`config.mk`:
```
export PLATFORM = sky130hd
export DESIGN_NAME = spi_master
export DESIGN_NICKNAME = d
export VERILOG_FILES = /design/src/rtl/spi_master.sv
export SDC_FILE = /design/constraint.sdc
export NUM_CORES = 1
export LEC_CHECK = 0
export CAP_MARGIN = 40
export CORE_ASPECT_RATIO = 1.5
export CORE_MARGIN = 4
export CORE_UTILIZATION = 53
export CTS_CLUSTER_SIZE = 14
export DETAILED_ROUTE_END_ITERATION = 16
export PLACE_DENSITY = 0.78
export SYNTH_ARGS = -nofsm -noshare
export SYNTH_HDL_FRONTEND = slang
export SYNTH_SLANG_ARGS = --single-unit
```
`constraint.sdc`:
```
create_clock -name sys_clk -period 2.85 [get_ports sys_clk]
set_clock_uncertainty 0.2 [all_clocks]
set_input_delay 0.57 -clock sys_clk [delete_from_list [all_inputs] [get_ports sys_clk]]
set_output_delay 0.57 -clock sys_clk [all_outputs]
set_load 0.1 [all_outputs]
```
`src/rtl/spi_master.sv`:
```
// rtl/spi_master.sv - SPI bus master, one DATA_W-bit frame per request; define SPI_MASTER_LOOPBACK_EN to sample mosi instead of miso
module spi_master #(
  parameter logic CPOL    = 1'b1,
  parameter logic CPHA    = 1'b1,
  parameter int   CLK_DIV = 4,
  parameter int   DATA_W  = 8
) (
  input  logic              sys_clk,
  input  logic              sys_rst,
  input  logic              tx_req,
  input  logic [DATA_W-1:0] data_tx,
  output logic              busy,
  output logic              done,
  output logic [DATA_W-1:0] data_rx,
  output logic              cs,
  output logic              sclk,
  output logic              mosi,
  input  logic              miso
);

  localparam int DIV_W  = (CLK_DIV > 1) ? $clog2(CLK_DIV) : 1;
  localparam int EDGE_W = $clog2(2 * DATA_W + 1);

  localparam logic [DIV_W-1:0]  DIV_LAST   = DIV_W'(CLK_DIV - 1);
  localparam logic [EDGE_W-1:0] EDGE_LAST  = EDGE_W'(2 * DATA_W);
  localparam logic [EDGE_W-1:0] SHIFT0_MAX = EDGE_W'(2 * DATA_W - 2);
  localparam logic [EDGE_W-1:0] SHIFT1_MIN = EDGE_W'(3);

  typedef enum logic [2:0] {IDLE, LEAD, XFER, LAG, GAP} state_t;

  state_t            state;
  state_t            state_nx;
  logic [DIV_W-1:0]  div_cnt;
  logic [EDGE_W-1:0] edge_cnt;
  logic [EDGE_W-1:0] edge_num;
  // MSB goes straight to mosi on load, so only the remaining bits are kept here
  logic [DATA_W-2:0] tx_sr;
  logic [DATA_W-1:0] rx_sr;
  logic              seg_end;
  logic              edge_fire;
  logic              shift_now;
  logic              sample_now;
  logic              sample_pend;
  logic              frame_end;
  logic              rx_bit;

  assign seg_end   = (div_cnt == DIV_LAST);
  assign edge_num  = edge_cnt + EDGE_W'(1);
  assign frame_end = (state == LAG) && seg_end;

`ifdef SPI_MASTER_LOOPBACK_EN
  logic miso_unused;
  assign miso_unused = miso;
  assign rx_bit      = mosi;
`else
  assign rx_bit      = miso;
`endif

  // State register
  always_ff @(posedge sys_clk or posedge sys_rst) begin
    if (sys_rst) begin
      state <= IDLE;
    end else begin
      state <= state_nx;
    end
  end

  // Next state; edge_fire marks the sys_clk edge on which sclk toggles
  always_comb begin
    state_nx  = state;
    edge_fire = 1'b0;
    case (state)
      IDLE: begin
        if (tx_req) begin
          state_nx = LEAD;
        end
      end
      LEAD: begin
        if (seg_end) begin
          state_nx  = XFER;
          edge_fire = 1'b1;
        end
      end
      XFER: begin
        if (seg_end) begin
          if (edge_cnt == EDGE_LAST) begin
            state_nx = LAG;
          end else begin
            edge_fire = 1'b1;
          end
        end
      end
      LAG: begin
        if (seg_end) begin
          state_nx = GAP;
        end
      end
      GAP: begin
        if (seg_end) begin
          state_nx = IDLE;
        end
      end
      default: state_nx = IDLE;
    endcase
  end

  // Classify the upcoming edge: odd numbers are leading edges
  always_comb begin
    if (CPHA) begin
      shift_now  = edge_num[0] && (edge_num >= SHIFT1_MIN);
      sample_now = !edge_num[0];
    end else begin
      shift_now  = !edge_num[0] && (edge_num <= SHIFT0_MAX);
      sample_now = edge_num[0];
    end
  end

  // Half-period divider and sclk edge counter, both parked at zero in IDLE
  always_ff @(posedge sys_clk or posedge sys_rst) begin
    if (sys_rst) begin
      div_cnt  <= '0;
      edge_cnt <= '0;
    end else begin
      if (state == IDLE || seg_end) begin
        div_cnt <= '0;
      end else begin
        div_cnt <= div_cnt + DIV_W'(1);
      end
      if (state == IDLE) begin
        edge_cnt <= '0;
      end else if (edge_fire) begin
        edge_cnt <= edge_num;
      end
    end
  end

  // Shift registers; miso is captured one cycle after a sample edge, while sclk shows its new level
  always_ff @(posedge sys_clk or posedge sys_rst) begin
    if (sys_rst) begin
      tx_sr       <= '0;
      rx_sr       <= '0;
      mosi        <= 1'b0;
      sample_pend <= 1'b0;
    end else begin
      sample_pend <= edge_fire && sample_now;
      if (sample_pend) begin
        rx_sr <= {rx_sr[DATA_W-2:0], rx_bit};
      end
      if (state == IDLE && tx_req) begin
        tx_sr <= data_tx[DATA_W-2:0];
        mosi  <= data_tx[DATA_W-1];
      end else if (edge_fire && shift_now) begin
        tx_sr <= tx_sr << 1;
        mosi  <= tx_sr[DATA_W-2];
      end else if (frame_end) begin
        mosi  <= 1'b0;
      end
    end
  end

  // Pin and handshake outputs, registered from the next state
  always_ff @(posedge sys_clk or posedge sys_rst) begin
    if (sys_rst) begin
      cs      <= 1'b1;
      sclk    <= CPOL;
      busy    <= 1'b0;
      done    <= 1'b0;
      data_rx <= '0;
    end else begin
      cs   <= !(state_nx inside {LEAD, XFER, LAG});
      busy <= (state_nx != IDLE);
      done <= frame_end;
      if (frame_end) begin
        data_rx <= rx_sr;
      end
      if (edge_fire) begin
        sclk <= ~sclk;
      end else if (state_nx == IDLE) begin
        sclk <= CPOL;
      end
    end
  end

endmodule

```
==> summary.txt <==
Critical path
  • CP startpoint kind: register
  • Worst path arrival time: 2.13 ns
  • Worst-path maximum fanout: 9
  • CP Data Required Time: 2.82 ns
  • Kind of critical path: reg -> reg
  • Critical Path Sink Type: register

Synth
  • FFs w/ async S/R, synth: 1.00
  • Post-synth top flop: dfrtp_1
  • Leading area contributor after synthesis: dfrtp_1
  • Syn nets: 169
  • Synth area leaders: dfrtp_1 (54%), nand2_1 (7.5%), mux2_2 (5.3%)
  • Post-synthesis cell area: 1710 sq um
  • Synthesized instance count: 153
  • Synth top area share: 0.541
  • EDFF count, synth: 0
  • FF+latch count, synth: 39
  • Syn Area/Cell: 11.2 sq um
  • Number of distinct library cells after synthesis: 39
  • Ys Warns: 0
  • Sequential share of the synthesized area: 0.572

Route
  • Vias: 1224
  • Final antenna-violating net count: 0
  • Wire length per cell: 14.5 microns
  • First DRT Iteration DRCs: 28
  • Residual DRC count: 0
  • Drt total wl: 3200 microns
  • Vias per inst: 5.56
  • First-pass DRT Iterations: 4

STA
  • Tcrit/Tclk final: 0.758
  • Slew Viols, Final: 0
  • Fmax achieved: 463 MHz
  • # setup viols final: 0
  • RSZ-0062 raised after global routing: false
  • Slew HR: 0.687
  • Final hold vios: 0
  • Slew @ Worst Pin: 0.469 ns
  • Setup TNS: 0 ns
  • Final worst setup slack: 0.691 ns
  • Crit path time final: 2.16 ns

Cells and area
  • Antenna Cells: 0
  • Finished Layout Cells: 220
  • FILL cells: 243
  • Leading cell type in the layout, fill and taps excluded: dfrtp_1
  • Nets: 195
  • Layout cell share with drive strength beyond 1: 0.206
  • Post-route cell area: 2070 sq um
  • Commonest cells after routing, fill and taps aside: dfrtp_1 (37), nand2_1 (34), buf_4 (16), clkdlybuf4s50_1 (11), mux2_2 (8)
  • Area Overhead vs Synth: 21.0%

Worst hold path
  • Hold WC Path Type: reg -> reg

Global routing
  • Largest net degree at the start of global routing: 40
  • Overall Global Routing Usage: 0.176
  • First-pass GRT wire length: 5420 microns
  • Remaining global-route overflow: 0
  • Initial antenna violation count: 0
  • Number of global-route vias before repair: 1236

Die
  • Row count: 25
  • DIE AREA: 4220 sq um
  • Initial Utilization: 0.547
  • Core Box Area: 3130 sq um
  • Die Wd: 54.4 microns
  • Die Y: 77.6 microns
  • Boundary Pins: 25

Power
  • LEAKAGE: 1.03 nW
  • Clk pwr share: 0.258
  • Switch Pwr: 0.781 mW
  • Combinational power share: 0.346
  • Sequential Power Share: 0.396
  • Peak supply drop: 0.634 mV
  • Int Pwr: 1.28 mW
  • Net Sw Frac: 0.379
  • PD cells: 995 nW/um^2

Placed design
  • DP Cell Count: 212
  • Dpl ws: 0.614 ns
  • Area after DPL: 1940 sq um
  • GP Congestion: 0.752
  • Port bufs: 24
  • Dpl hpwl: 2360 microns

Clock network
  • Setup bufs post-CTS: 0
  • CTS root buf: clkbuf_8
  • Clk_lat worst skew: 0.28 ns
  • Clock Pin Slew Worst Setup and Hold Paths: 0.07 ns
  • Post-CTS sizing: 0
  • Post-CTS Hold Buffers: 0
  • Htree depth: 2
  • CTS tree: built
  • CTS sink cnt: 39
  • Max Root-Sink Buffers: 2
  • TritonCTS buffer count: 5

Job
  • Max-cap viol count: 0

Status
  • Status: completed
-- area by class of cell --
type,instances,area [sq um],area share
sequential,39,978,0.473
timing repair buffer,27,230,0.111
inverter,6,22.5,0.0109
tap,40,50.0,0.0242
multi-input combinational,100,656,0.317
clock inverter,2,60.1,0.0290
clock buffer,6,72.6,0.0351
-- worst paths after layout --
| kind | start | end | slack (ns) | cells after the start |
|---|---|---|---|---|
| setup / recovery | div_cnt[0] | tx_sr[4] | 0.69 | 5 |
| hold / removal | div_cnt[0] | div_cnt[0] | 0.25 | 1 |
| setup reg to reg | div_cnt[0] | tx_sr[4] | 0.69 | 5 |
| hold reg to reg | div_cnt[0] | div_cnt[0] | 0.25 | 1 |
| max in group asynchronous | sys_rst | sclk | 1.60 | 3 |
| min in group asynchronous | sys_rst | data_rx[6] | 0.50 | 3 |
-- cells by family after synthesis --
logic type                 share of synthesized area
muxes                                         0.0644
AOI/OAI and AO/OA                             0.0915
buffers and inverters                         0.0446
adders and majority gates                     0.0293
DFF                                            0.572
xor gates and xnor gates                      0.0154
and+or+nand+nor                                0.183
-- per-stage QoR --
step           utilization  power, mW  hold WS [ns]
6_report             0.662       2.06         0.246
5_1_grt              0.662       2.17         0.262
4_1_cts              0.662       2.07         0.247
3_5_place_dp         0.619       1.54         0.238
3_3_place_gp         0.619       1.50         0.225
2_1_floorplan            -       1.38         0.215
-- worst max-delay path, cell delays in order (launching register included) --
cell and delay, ns:
dfrtp_1 0.38, ha_1 0.31, and4bb_1 0.27, a21o_1 0.31
and2_4 0.22, a221o_1 0.36
-- state kept, by name, indices dropped and copies added, names as in the netlist --
signal,count
sclk,1
cs,1
div_cnt,2
edge_cnt,5
busy,1
data_rx,8
rx_sr,8
state,3
done,1
sample_pend,1
tx_sr,7
mosi,1
-- cells in the mapped netlist (2+ instances only) --
master	number
nand3_1	3
inv_1	5
ha_1	4
nor2_1	5
and4bb_1	2
dfstp_2	2
mux2i_1	2
buf_4	2
and3_1	6
mux2_2	8
o21ai_0	2
buf_6	2
nand4_1	2
a221o_1	6
clkbuf_1	3
nand2_1	34
nor3_1	2
a21oi_1	5
dfrtp_1	37
xnor2_1	2
-- metal layers --
layer | track usage | vias to the layer above | wire length [microns]
met5 | 0 | - | 0
met4 | 0.0823 | 0 | 53
met3 | 0.0557 | 6 | 145
li1 | - | 583 | -
met2 | 0.290 | 23 | 1690
met1 | 0.197 | 612 | 1310
-- power by group through the flow --
stage | combinational [mW] | sequential (mW) | clock (mW)
5_1_grt | 0.767 | 0.831 | 0.569
3_5_place_dp | 0.720 | 0.819 | 0
6_report | 0.713 | 0.815 | 0.531
4_1_cts | 0.717 | 0.813 | 0.545
2_1_floorplan | 0.363 | 1.02 | 0
3_3_place_gp | 0.689 | 0.812 | 0
(Power assumes the default switching activity.)
